===== src/rtl/host_cmd_sequencer_if.sv =====
// host_cmd_sequencer_if
// Groups the signals between the host pipe endpoints, the sequencer and the
// emulator top control ports.
//   in_*            host command word stream (host -> sequencer)
//   out_*           response word stream (sequencer -> host)
//   io_host_steps   configuration register
//   io_used_procs   configuration register
//   io_insns_*      instruction handshake, three 16-bit words
//   io_io_i_*       target input handshake, four 16-bit words
//   io_io_o_*       target output handshake, four 16-bit words
//   busy, err       sequencer status
// slave modport: the sequencer. master modport: the host and emulator side.
interface host_cmd_sequencer_if;
   logic        in_valid;
   logic        in_ready;
   logic [15:0] in_bits;
   logic        out_valid;
   logic        out_ready;
   logic [15:0] out_bits;
   logic [15:0] io_host_steps;
   logic [5:0]  io_used_procs;
   logic        io_insns_valid;
   logic        io_insns_ready;
   logic [15:0] io_insns_bits_0;
   logic [15:0] io_insns_bits_1;
   logic [15:0] io_insns_bits_2;
   logic        io_io_i_valid;
   logic        io_io_i_ready;
   logic [15:0] io_io_i_bits_0;
   logic [15:0] io_io_i_bits_1;
   logic [15:0] io_io_i_bits_2;
   logic [15:0] io_io_i_bits_3;
   logic        io_io_o_valid;
   logic        io_io_o_ready;
   logic [15:0] io_io_o_bits_0;
   logic [15:0] io_io_o_bits_1;
   logic [15:0] io_io_o_bits_2;
   logic [15:0] io_io_o_bits_3;
   logic        busy;
   logic        err;

   modport slave (
      input  in_valid, in_bits, out_ready, io_insns_ready, io_io_i_ready,
             io_io_o_valid, io_io_o_bits_0, io_io_o_bits_1, io_io_o_bits_2,
             io_io_o_bits_3,
      output in_ready, out_valid, out_bits, io_host_steps, io_used_procs,
             io_insns_valid, io_insns_bits_0, io_insns_bits_1, io_insns_bits_2,
             io_io_i_valid, io_io_i_bits_0, io_io_i_bits_1, io_io_i_bits_2,
             io_io_i_bits_3, io_io_o_ready, busy, err
   );

   modport master (
      output in_valid, in_bits, out_ready, io_insns_ready, io_io_i_ready,
             io_io_o_valid, io_io_o_bits_0, io_io_o_bits_1, io_io_o_bits_2,
             io_io_o_bits_3,
      input  in_ready, out_valid, out_bits, io_host_steps, io_used_procs,
             io_insns_valid, io_insns_bits_0, io_insns_bits_1, io_insns_bits_2,
             io_io_i_valid, io_io_i_bits_0, io_io_i_bits_1, io_io_i_bits_2,
             io_io_i_bits_3, io_io_o_ready, busy, err
   );
endinterface


===== src/rtl/host_cmd_sequencer.sv =====
// host_cmd_sequencer
// Decodes a 16-bit host word stream into emulator control: configuration
// writes, instruction loads and lockstep target cycles (4 words in, 4 out).
// Ports:
//   clock  emulator clock
//   reset  synchronous, active-high
//   bus    host_cmd_sequencer_if.slave (host streams + emulator handshakes)
//
// state      | meaning
// -----------+------------------------------------------------------------
// IDLE       | waiting for a header word
// ARG        | next word is the host_steps value
// LD_COLLECT | collecting the three words of one instruction
// LD_ISSUE   | instruction presented on insns, waiting for ready
// ST_COLLECT | collecting the four target input words
// ST_ISSUE   | input words presented on io_i, waiting for ready
// ST_WAIT_O  | io_o ready high, waiting for target outputs
// ST_DRAIN   | emitting the four captured output words on out
// STAT_OUT   | emitting the status word on out
module host_cmd_sequencer (
   input logic                  clock,
   input logic                  reset,
   host_cmd_sequencer_if.slave  bus
);

   typedef enum logic [3:0] {
      IDLE, ARG, LD_COLLECT, LD_ISSUE, ST_COLLECT, ST_ISSUE, ST_WAIT_O,
      ST_DRAIN, STAT_OUT
   } state_t;

   localparam logic [3:0] OP_NOP    = 4'h0;
   localparam logic [3:0] OP_STEPS  = 4'h1;
   localparam logic [3:0] OP_PROCS  = 4'h2;
   localparam logic [3:0] OP_LOAD   = 4'h3;
   localparam logic [3:0] OP_STEP   = 4'h4;
   localparam logic [3:0] OP_STATUS = 4'hF;

   state_t      state_q, state_nx;
   logic [1:0]  idx_q;
   logic [11:0] rem_q;
   logic        in_ready_q, out_valid_q, insns_valid_q, io_i_valid_q;
   logic        io_o_ready_q, err_q;
   logic [15:0] out_bits_q, host_steps_q;
   logic [5:0]  used_procs_q;
   logic [15:0] insn_q [3];
   logic [15:0] io_i_q [4];
   logic [15:0] obuf_q [4];

   logic        in_fire, insn_fire, io_i_fire, io_o_fire, out_fire;
   logic        last_cnt, bad_op;
   logic [3:0]  opcode;
   logic [11:0] arg;

   assign in_fire   = bus.in_valid && in_ready_q;
   assign insn_fire = insns_valid_q && bus.io_insns_ready;
   assign io_i_fire = io_i_valid_q && bus.io_io_i_ready;
   assign io_o_fire = bus.io_io_o_valid && io_o_ready_q;
   assign out_fire  = out_valid_q && bus.out_ready;
   assign opcode    = bus.in_bits[15:12];
   assign arg       = bus.in_bits[11:0];
   // Zero counts never leave IDLE, so the counter can only be 1 on its last pass.
   assign last_cnt  = (rem_q == 12'd1);

   always_ff @(posedge clock) begin
      if (reset) state_q <= IDLE;
      else       state_q <= state_nx;
   end

   always_comb begin
      state_nx = state_q;
      bad_op   = 1'b0;
      case (state_q)
         IDLE: begin
            if (in_fire) begin
               case (opcode)
                  OP_NOP, OP_PROCS: state_nx = IDLE;
                  OP_STEPS:         state_nx = ARG;
                  OP_LOAD:          if (arg != 12'd0) state_nx = LD_COLLECT;
                  OP_STEP:          if (arg != 12'd0) state_nx = ST_COLLECT;
                  OP_STATUS:        state_nx = STAT_OUT;
                  default:          bad_op = 1'b1;
               endcase
            end
         end
         ARG:        if (in_fire) state_nx = IDLE;
         LD_COLLECT: if (in_fire && idx_q == 2'd2) state_nx = LD_ISSUE;
         LD_ISSUE:   if (insn_fire) state_nx = last_cnt ? IDLE : LD_COLLECT;
         ST_COLLECT: if (in_fire && idx_q == 2'd3) state_nx = ST_ISSUE;
         ST_ISSUE:   if (io_i_fire) state_nx = ST_WAIT_O;
         ST_WAIT_O:  if (io_o_fire) state_nx = ST_DRAIN;
         ST_DRAIN:   if (out_fire && idx_q == 2'd3) state_nx = last_cnt ? IDLE : ST_COLLECT;
         STAT_OUT:   if (out_fire) state_nx = IDLE;
         default:    state_nx = IDLE;
      endcase
   end

   // Handshake outputs are registered from the next state so they line up
   // with the state register and never glitch.
   always_ff @(posedge clock) begin
      if (reset) begin
         in_ready_q    <= 1'b0;
         out_valid_q   <= 1'b0;
         insns_valid_q <= 1'b0;
         io_i_valid_q  <= 1'b0;
         io_o_ready_q  <= 1'b0;
         out_bits_q    <= '0;
         host_steps_q  <= '0;
         used_procs_q  <= '0;
         err_q         <= 1'b0;
         idx_q         <= '0;
         rem_q         <= '0;
         for (int i = 0; i < 3; i++) insn_q[i] <= '0;
         for (int i = 0; i < 4; i++) io_i_q[i] <= '0;
         for (int i = 0; i < 4; i++) obuf_q[i] <= '0;
      end else begin
         in_ready_q    <= (state_nx == IDLE) || (state_nx == ARG) ||
                          (state_nx == LD_COLLECT) || (state_nx == ST_COLLECT);
         out_valid_q   <= (state_nx == ST_DRAIN) || (state_nx == STAT_OUT);
         insns_valid_q <= (state_nx == LD_ISSUE);
         io_i_valid_q  <= (state_nx == ST_ISSUE);
         io_o_ready_q  <= (state_nx == ST_WAIT_O);

         if (state_nx != state_q)
            idx_q <= '0;
         else if ((in_fire && (state_q == LD_COLLECT || state_q == ST_COLLECT)) ||
                  (out_fire && state_q == ST_DRAIN))
            idx_q <= idx_q + 2'd1;

         if (state_q == IDLE && in_fire) begin
            case (opcode)
               OP_PROCS:         used_procs_q <= arg[5:0];
               OP_LOAD, OP_STEP: rem_q <= arg;
               OP_STATUS:        out_bits_q <= {err_q, 3'b000, 6'b000000, used_procs_q};
               default:          ;
            endcase
         end
         if (bad_op) err_q <= 1'b1;

         if (state_q == ARG && in_fire) host_steps_q <= bus.in_bits;

         if (state_q == LD_COLLECT && in_fire) insn_q[idx_q] <= bus.in_bits;
         if (insn_fire) rem_q <= rem_q - 12'd1;

         if (state_q == ST_COLLECT && in_fire) io_i_q[idx_q] <= bus.in_bits;

         if (io_o_fire) begin
            obuf_q[0]  <= bus.io_io_o_bits_0;
            obuf_q[1]  <= bus.io_io_o_bits_1;
            obuf_q[2]  <= bus.io_io_o_bits_2;
            obuf_q[3]  <= bus.io_io_o_bits_3;
            out_bits_q <= bus.io_io_o_bits_0;
         end

         if (state_q == ST_DRAIN && out_fire) begin
            if (idx_q == 2'd3) rem_q <= rem_q - 12'd1;
            else               out_bits_q <= obuf_q[idx_q + 2'd1];
         end
      end
   end

   assign bus.in_ready        = in_ready_q;
   assign bus.out_valid       = out_valid_q;
   assign bus.out_bits        = out_bits_q;
   assign bus.io_host_steps   = host_steps_q;
   assign bus.io_used_procs   = used_procs_q;
   assign bus.io_insns_valid  = insns_valid_q;
   assign bus.io_insns_bits_0 = insn_q[0];
   assign bus.io_insns_bits_1 = insn_q[1];
   assign bus.io_insns_bits_2 = insn_q[2];
   assign bus.io_io_i_valid   = io_i_valid_q;
   assign bus.io_io_i_bits_0  = io_i_q[0];
   assign bus.io_io_i_bits_1  = io_i_q[1];
   assign bus.io_io_i_bits_2  = io_i_q[2];
   assign bus.io_io_i_bits_3  = io_i_q[3];
   assign bus.io_io_o_ready   = io_o_ready_q;
   assign bus.busy            = (state_q != IDLE);
   assign bus.err             = err_q;

endmodule


===== src/flat_wrapper.sv =====
// flat-port wrapper written by rule: the top's interface ports become plain ports
module host_cmd_sequencer_flat 
  (clock, reset, bus_in_valid, bus_in_bits, bus_out_ready, bus_io_insns_ready, bus_io_io_i_ready, bus_io_io_o_valid, bus_io_io_o_bits_0, bus_io_io_o_bits_1, bus_io_io_o_bits_2, bus_io_io_o_bits_3, bus_in_ready, bus_out_valid, bus_out_bits, bus_io_host_steps, bus_io_used_procs, bus_io_insns_valid, bus_io_insns_bits_0, bus_io_insns_bits_1, bus_io_insns_bits_2, bus_io_io_i_valid, bus_io_io_i_bits_0, bus_io_io_i_bits_1, bus_io_io_i_bits_2, bus_io_io_i_bits_3, bus_io_io_o_ready, bus_busy, bus_err);
  host_cmd_sequencer_if bus_i ();
  input logic clock;
  input logic reset;
  input wire logic [$bits(bus_i.in_valid)-1:0] bus_in_valid;
  input wire logic [$bits(bus_i.in_bits)-1:0] bus_in_bits;
  input wire logic [$bits(bus_i.out_ready)-1:0] bus_out_ready;
  input wire logic [$bits(bus_i.io_insns_ready)-1:0] bus_io_insns_ready;
  input wire logic [$bits(bus_i.io_io_i_ready)-1:0] bus_io_io_i_ready;
  input wire logic [$bits(bus_i.io_io_o_valid)-1:0] bus_io_io_o_valid;
  input wire logic [$bits(bus_i.io_io_o_bits_0)-1:0] bus_io_io_o_bits_0;
  input wire logic [$bits(bus_i.io_io_o_bits_1)-1:0] bus_io_io_o_bits_1;
  input wire logic [$bits(bus_i.io_io_o_bits_2)-1:0] bus_io_io_o_bits_2;
  input wire logic [$bits(bus_i.io_io_o_bits_3)-1:0] bus_io_io_o_bits_3;
  output wire logic [$bits(bus_i.in_ready)-1:0] bus_in_ready;
  output wire logic [$bits(bus_i.out_valid)-1:0] bus_out_valid;
  output wire logic [$bits(bus_i.out_bits)-1:0] bus_out_bits;
  output wire logic [$bits(bus_i.io_host_steps)-1:0] bus_io_host_steps;
  output wire logic [$bits(bus_i.io_used_procs)-1:0] bus_io_used_procs;
  output wire logic [$bits(bus_i.io_insns_valid)-1:0] bus_io_insns_valid;
  output wire logic [$bits(bus_i.io_insns_bits_0)-1:0] bus_io_insns_bits_0;
  output wire logic [$bits(bus_i.io_insns_bits_1)-1:0] bus_io_insns_bits_1;
  output wire logic [$bits(bus_i.io_insns_bits_2)-1:0] bus_io_insns_bits_2;
  output wire logic [$bits(bus_i.io_io_i_valid)-1:0] bus_io_io_i_valid;
  output wire logic [$bits(bus_i.io_io_i_bits_0)-1:0] bus_io_io_i_bits_0;
  output wire logic [$bits(bus_i.io_io_i_bits_1)-1:0] bus_io_io_i_bits_1;
  output wire logic [$bits(bus_i.io_io_i_bits_2)-1:0] bus_io_io_i_bits_2;
  output wire logic [$bits(bus_i.io_io_i_bits_3)-1:0] bus_io_io_i_bits_3;
  output wire logic [$bits(bus_i.io_io_o_ready)-1:0] bus_io_io_o_ready;
  output wire logic [$bits(bus_i.busy)-1:0] bus_busy;
  output wire logic [$bits(bus_i.err)-1:0] bus_err;
  assign bus_i.in_valid = bus_in_valid;
  assign bus_i.in_bits = bus_in_bits;
  assign bus_i.out_ready = bus_out_ready;
  assign bus_i.io_insns_ready = bus_io_insns_ready;
  assign bus_i.io_io_i_ready = bus_io_io_i_ready;
  assign bus_i.io_io_o_valid = bus_io_io_o_valid;
  assign bus_i.io_io_o_bits_0 = bus_io_io_o_bits_0;
  assign bus_i.io_io_o_bits_1 = bus_io_io_o_bits_1;
  assign bus_i.io_io_o_bits_2 = bus_io_io_o_bits_2;
  assign bus_i.io_io_o_bits_3 = bus_io_io_o_bits_3;
  assign bus_in_ready = bus_i.in_ready;
  assign bus_out_valid = bus_i.out_valid;
  assign bus_out_bits = bus_i.out_bits;
  assign bus_io_host_steps = bus_i.io_host_steps;
  assign bus_io_used_procs = bus_i.io_used_procs;
  assign bus_io_insns_valid = bus_i.io_insns_valid;
  assign bus_io_insns_bits_0 = bus_i.io_insns_bits_0;
  assign bus_io_insns_bits_1 = bus_i.io_insns_bits_1;
  assign bus_io_insns_bits_2 = bus_i.io_insns_bits_2;
  assign bus_io_io_i_valid = bus_i.io_io_i_valid;
  assign bus_io_io_i_bits_0 = bus_i.io_io_i_bits_0;
  assign bus_io_io_i_bits_1 = bus_i.io_io_i_bits_1;
  assign bus_io_io_i_bits_2 = bus_i.io_io_i_bits_2;
  assign bus_io_io_i_bits_3 = bus_i.io_io_i_bits_3;
  assign bus_io_io_o_ready = bus_i.io_io_o_ready;
  assign bus_busy = bus_i.busy;
  assign bus_err = bus_i.err;
  host_cmd_sequencer u_core (.clock(clock), .reset(reset), .bus(bus_i));
endmodule

===== config.mk =====
export PLATFORM = sky130hd
export DESIGN_NAME = host_cmd_sequencer_flat
export DESIGN_NICKNAME = d
export VERILOG_FILES = /design/src/rtl/host_cmd_sequencer_if.sv /design/src/rtl/host_cmd_sequencer.sv /design/src/flat_wrapper.sv
export SDC_FILE = /design/constraint.sdc
export NUM_CORES = 1
export LEC_CHECK = 0
export CAP_MARGIN = 5
export CORE_MARGIN = 1
export CORE_UTILIZATION = 30
export CTS_BUF_LIST = sky130_fd_sc_hd__clkbuf_8
export DETAILED_ROUTE_END_ITERATION = 10
export SYNTH_ARGS = -nofsm -noshare
export SYNTH_HDL_FRONTEND = slang
export SYNTH_SLANG_ARGS = --single-unit

===== constraint.sdc =====
create_clock -name clock -period 3.8 [get_ports clock]
set_input_delay 0.76 -clock clock [delete_from_list [all_inputs] [get_ports clock]]
set_output_delay 0.76 -clock clock [all_outputs]
set_load 0.05 [all_outputs]

==> results of run 1 <==
## worst paths after layout
kind	from	end	slack (ps)	cells after the start
setup / recovery	u_core.state_q[0]	bus_busy	760	3
hold / removal	u_core.bus.io_host_steps[1]	u_core.bus.io_host_steps[1]	460	2
setup reg to reg	u_core.state_q[2]	u_core.idx_q[0]	1440	6
hold reg to reg	u_core.bus.io_host_steps[1]	u_core.bus.io_host_steps[1]	460	2
## stage by stage
stage,utilization,cells,hold slack (ps)
floorplan,-,801,448
global route,0.420,1525,473
CTS,0.420,1525,458
detailed placement,0.398,1450,450
finish,0.420,1525,456
global placement,0.398,1450,443
## cell usage in the layout (no fill, tap or decap), types with 5 or more instances in the layout
| cell | synthesis | final |
|---|---|---|
| clkdlybuf4s50_1 | 0 | 242 |
| edfxtp_1 | 176 | 176 |
| and3_1 | 133 | 133 |
| dfxtp_1 | 62 | 62 |
| nand2_1 | 53 | 52 |
| and2_1 | 53 | 52 |
| nor2_1 | 50 | 50 |
| clkbuf_8 | 0 | 45 |
| buf_4 | 1 | 30 |
| a21oi_1 | 29 | 29 |
| inv_1 | 6 | 24 |
| nor3_1 | 21 | 20 |
| mux4_2 | 16 | 16 |
| o21ai_0 | 16 | 16 |
| a221oi_1 | 14 | 14 |
| mux2i_1 | 14 | 14 |
| nand3_1 | 12 | 12 |
| nor4_1 | 12 | 10 |
| nor3b_1 | 7 | 7 |
| ha_1 | 6 | 6 |
| clkinv_1 | 0 | 6 |
| nand2b_1 | 5 | 5 |
## sequential cells by signal (all words and copies together), names as in the netlist
signal and flops:
u_core.obuf_q 64, u_core.bus.io_host_steps 16, u_core.bus.out_bits 16, u_core.bus.io_io_i_valid 1, u_core.rem_q 12, u_core.state_q 4
u_core.bus.err 1, u_core.bus.out_valid 1, u_core.bus.io_io_o_ready 1, u_core.bus.io_insns_valid 1, u_core.insn_q 48, u_core.idx_q 2
u_core.bus.in_ready 1, u_core.io_i_q 64, u_core.bus.io_used_procs 6
## cell type report
type,count,area [sq um],share of cell area
tap,442,553,0.0402
clock buffer,45,619,0.0450
clock inverter,30,123,0.00892
sequential,238,6530,0.475
multi-input combinational,490,3230,0.235
inverter,6,22.5,0.00164
timing repair buffer,274,2670,0.194
## logic make-up after synthesis
| group | synth area share |
|---|---|
| muxes | 0.0510 |
| and+or+nand+nor | 0.203 |
| AOI/OAI and AO/OA | 0.0572 |
| xor gates and xnor gates | 0.00175 |
| adders and majority gates | 0.00748 |
| DFF | 0.650 |
| buffers and inverters | 0.0297 |
## power groups by stage
stage | sequential, mW | combinational [mW] | clock (mW)
after floorplan | 3.09 | 0.114 | 0
after global placement | 2.94 | 0.542 | 0
after detailed placement | 2.94 | 0.545 | 0
after CTS | 2.89 | 0.547 | 2.19
after global routing | 2.89 | 0.570 | 2.29
final | 2.89 | 0.542 | 2.12
## worst max-delay path: stages, from the launching register on
cell and delay, ps:
dfxtp_1 610, nor3_1 170, nand2b_1 110, clkdlybuf4s50_1 850
## per-layer routing
metal / track usage / up-vias
li1: - / 3489
met1: 0.230 / 3589
met2: 0.270 / 344
met3: 0.0429 / 44
met4: 0.0397 / 0
met5: 0 / -
==> flow_summary.ini, run 1 <==
[sta]
setup_viol = 0
min_period_ps = 3040
worst_slew_pin_slew_ps = 884
period_share = 0.800
grt_setup_unrepaired = false
fmax_mhz = 329
skew_ps = 19.3
relSlewSlack = 0.411
slew_viol_final = 0
post-route-worst-setup-slack_ps = 761
setup_tns_ps = 0
finalHoldViolCount = 0

[logic_synthesis]
ys_top_cells_by_area = edfxtp_1 53%, dfxtp_1 12%, and3_1 8.3%
ys_seq_area_frac = 0.650
synthArstFlopShare = 0
synth_edf_count = 176
netlist-cell-type-count = 52
netlist_top_cells_count = 176 x edfxtp_1, 133 x and3_1, 62 x dfxtp_1
syn_inst = 801
synth_area_per_cell_sq_um = 12.5
synth_nets = 894
synth.most_common_cell = edfxtp_1
synth_warnings = 0
synth_ff_type = edfxtp_1
synthesis.area_sq_um = 10000
ys_seq_elements = 238
yosysTopAreaCell = edfxtp_1
yosysTopAreaCellShare = 0.527

[power_and_ir_drop]
sw_frac_of_total = 0.253
ir_drop_mv = 0.168
power_frac_clock = 0.382
power_mw = 5.55
p_int_mw = 4.14
power_density_nw_per_um2 = 403
pwr-share-seq = 0.520
p_sw_mw = 1.41
combPwrFrac = 0.098
p_leak_nw = 5.46

[route]
vias_per_cell = 4.90
ant_nets = 0
dr_wl_met2_mm = 13.2
wl_per_cell_um = 19.3
vias = 7466
met1Wirelength_mm = 13.2
drtPass1Iterations = 5
routed.top_layer = met4
wl_mm = 29.4
drtIter0Drc = 551
met3_length_mm = 2.52
drc_errors = 0

[die]
fp-row-count = 66
die_area_sq_um = 34200
die_y_um = 185
die_x_um = 185
start_util = 0.307
core_sq_um = 32700
io_pins = 244

[clock_tree]
cts_resized = 0
cts_setup_buffers = 0
cts_tree = built
numCtsBuffers = 41
clk_latency_ps = 530
htreeDepth = 2
clockBufferDepth = 3
cts-root-buf = clkbuf_8
cts.sinks = 238
ctsHoldBuffers = 0
clk_pin_slew_ps = 60

[cells_and_area]
post-route-cell-area_sq_um = 13700
n_antenna_cell = 0
fin_nets = 1144
synthToLayoutAreaGrowth_pct = 37.0
drive_gt1_frac = 0.105
nFillCells = 3112

[worst_setup_path]
cp_max_fo = 13
worst_setup_path_end_kind = output pin
critPathKind = register to output pin
cp.arrival_ps = 2280
start_kind = register
worstPathRequired_ps = 3040

[global_routing]
grt_pass1_wl_mm = 43.4
grt_use_total = 0.169
antenna_found_initial = 0
first_global_vias = 7206
grt_max_degree = 88
grt_overflow = 0

[placement]
placed_area_sq_um = 13000
place_congestion = 0.831
io_buffers = 243
place_ws_ps = 492
hpwl_mm = 20.0

[status]
status = completed

[hold_path]
min_path_type = register to register

[job]
maxCapViolCount = 0
Note: power is estimated with default switching activity, not from simulation.
==> run 2: changes to the inputs <==
==> constraint.sdc (replaced) <==
create_clock -name clock -period 3 [get_ports clock]
set_input_delay 0.6 -clock clock [delete_from_list [all_inputs] [get_ports clock]]
set_output_delay 0.6 -clock clock [all_outputs]
set_load 0.05 [all_outputs]
==> run 2 against run 1 <==
  * Critical path depth unchanged
  * Setup slack got worse by 260 ps
  * Cell area increased by 1.2%
  * Largest power group unchanged
  * Count of clock-buffer cells in the layout decreased by 2
==> flow_summary.ini, run 2 (same netlist as run 1, synthesis figures left out) <==
[global_routing]
grt_overflow = 0
grt_max_degree = 88
first_global_vias = 7166
grt_use_total = 0.170
antenna_found_initial = 4
grt_pass1_wl_mm = 43.3

[clock_tree]
cts.sinks = 238
cts_tree = built
numCtsBuffers = 42
clk_pin_slew_ps = 60
clockBufferDepth = 3
clk_latency_ps = 540
htreeDepth = 2
ctsHoldBuffers = 0
cts-root-buf = clkbuf_8

[job]
maxCapViolCount = 0

[placement]
io_buffers = 243
place_congestion = 0.821
hpwl_mm = 20.4
placed_area_sq_um = 13100

[route]
vias_per_cell = 4.80
wl_mm = 29.3
wl_per_cell_um = 19.0
drtPass1Iterations = 5
drc_errors = 0
vias = 7393
ant_nets = 0
drtIter0Drc = 464

[worst_setup_path]
reg2reg_setup_slack_ps = 770
path_cells = nor3_1 -> nand2b_1 -> dlymetal6s2s_1
crit_end = bus_busy
reg2reg_depth = 6
r2r_end = u_core.bus.out_bits[14]
start_kind = register
r2r-start = u_core.state_q[2]
startpoint = u_core.state_q[0]
worstPathRequired_ps = 2400
cp_max_fo = 13
critPathSlowestCell = dfxtp_1
worst_setup_path_end_kind = output pin
cp.arrival_ps = 1900
critPathKind = register to output pin
crit_path_max_incr_delay_ps = 620

[die]
core_sq_um = 32700
fp-row-count = 66
start_util = 0.307
die_x_um = 185
die_area_sq_um = 34200
io_pins = 244
die_y_um = 185

[power_and_ir_drop]
ir_drop_mv = 0.226
p_leak_nw = 5.55
power_density_nw_per_um2 = 516

[cells_and_area]
top_regs = u_core.io_i_q (64), u_core.obuf_q (64), u_core.insn_q (48)
post-route-cell-area_sq_um = 13900
fin_nets = 1157
synthToLayoutAreaGrowth_pct = 38.6
drive_gt1_frac = 0.118
final_common_cell = clkdlybuf4s50_1
layout_common_cells = 241 x clkdlybuf4s50_1, 176 x edfxtp_1, 133 x and3_1

[hold_path]
min_path_type = register to register

[sta]
fin_hold_ws_ps = 454
relSlewSlack = 0.459
fmax_mhz = 401
min_period_ps = 2500
worst_slew_pin_slew_ps = 812
finalHoldViolCount = 0
slew_viol_final = 0
skew_ps = 13.7
period_share = 0.832
setup_viol = 0
grt_setup_unrepaired = false
setup_tns_ps = 0

[status]
status = completed
==> run 2: how the worst min path moves through the flow <==
| stage | startpoint | end | slack (ps) | cells past startpoint |
|---|---|---|---|---|
| 3_3_place_gp | u_core.bus.io_host_steps[0] | u_core.bus.io_host_steps[0] | 440 | 2 |
| 4_1_cts | u_core.bus.io_host_steps[0] | u_core.bus.io_host_steps[0] | 450 | 2 |
| 6_report | u_core.bus.io_host_steps[0] | u_core.bus.io_host_steps[0] | 450 | 2 |
| 5_1_grt | u_core.bus.io_host_steps[2] | u_core.bus.io_host_steps[2] | 490 | 2 |
| 2_1_floorplan | u_core.rem_q[11] | u_core.rem_q[11] | 450 | 1 |
| 3_5_place_dp | u_core.bus.io_host_steps[0] | u_core.bus.io_host_steps[0] | 450 | 2 |
==> run 2: power by group <==
group / total [mW] / switching [mW] / internal [mW]
clock network: 2.82 / 1.31 / 1.51
registers: 3.65 / 0.0381 / 3.61
logic: 0.698 / 0.436 / 0.261
==> run 2: final cells by class <==
| type | count | area [sq um] |
|---|---|---|
| inverters | 6 | 22.5 |
| well taps | 442 | 553 |
| flip-flops and latches | 238 | 6530 |
| clock inverters | 33 | 195 |
| repair buffers | 286 | 2790 |
| clock buffers | 43 | 592 |
| fillers | 3088 | 18800 |
| multi-input cells | 490 | 3230 |
| diodes | 1 | 2.50 |
==> run 2: critical path: cells and delay by family (launching register included) <==
family	cells	cell delay [ps]
AND/OR/NAND/NOR	2	300
buffers and inverters	1	430
flip-flops	1	620
==> run 2: metrics by stage <==
step                      setup WS, ps  power, mW  cells  utilization
after global routing               344       7.44   1538        0.425
after floorplan                    509       4.06    801            -
after global placement             115       4.42   1462        0.401
after CTS                         53.1       7.26   1538        0.425
after detailed placement          90.1       4.42   1462        0.401
final                              505       7.17   1539        0.426
==> run 2: layer usage <==
layer	vias up	track usage	routed length, um
met3	37	0.0499	2610
met1	3499	0.225	13000
met4	6	0.0433	453
met2	334	0.269	13200
li1	3517	-	-
met5	-	0	38
==> run 2: timing repair <==
action | 4_1_cts | 5_1_grt
resized for setup | 0 | 1
setup buffers | 0 | 0
setup endpoints to repair | 0 | 1
endpoints found under the hold margin | 0 | 0
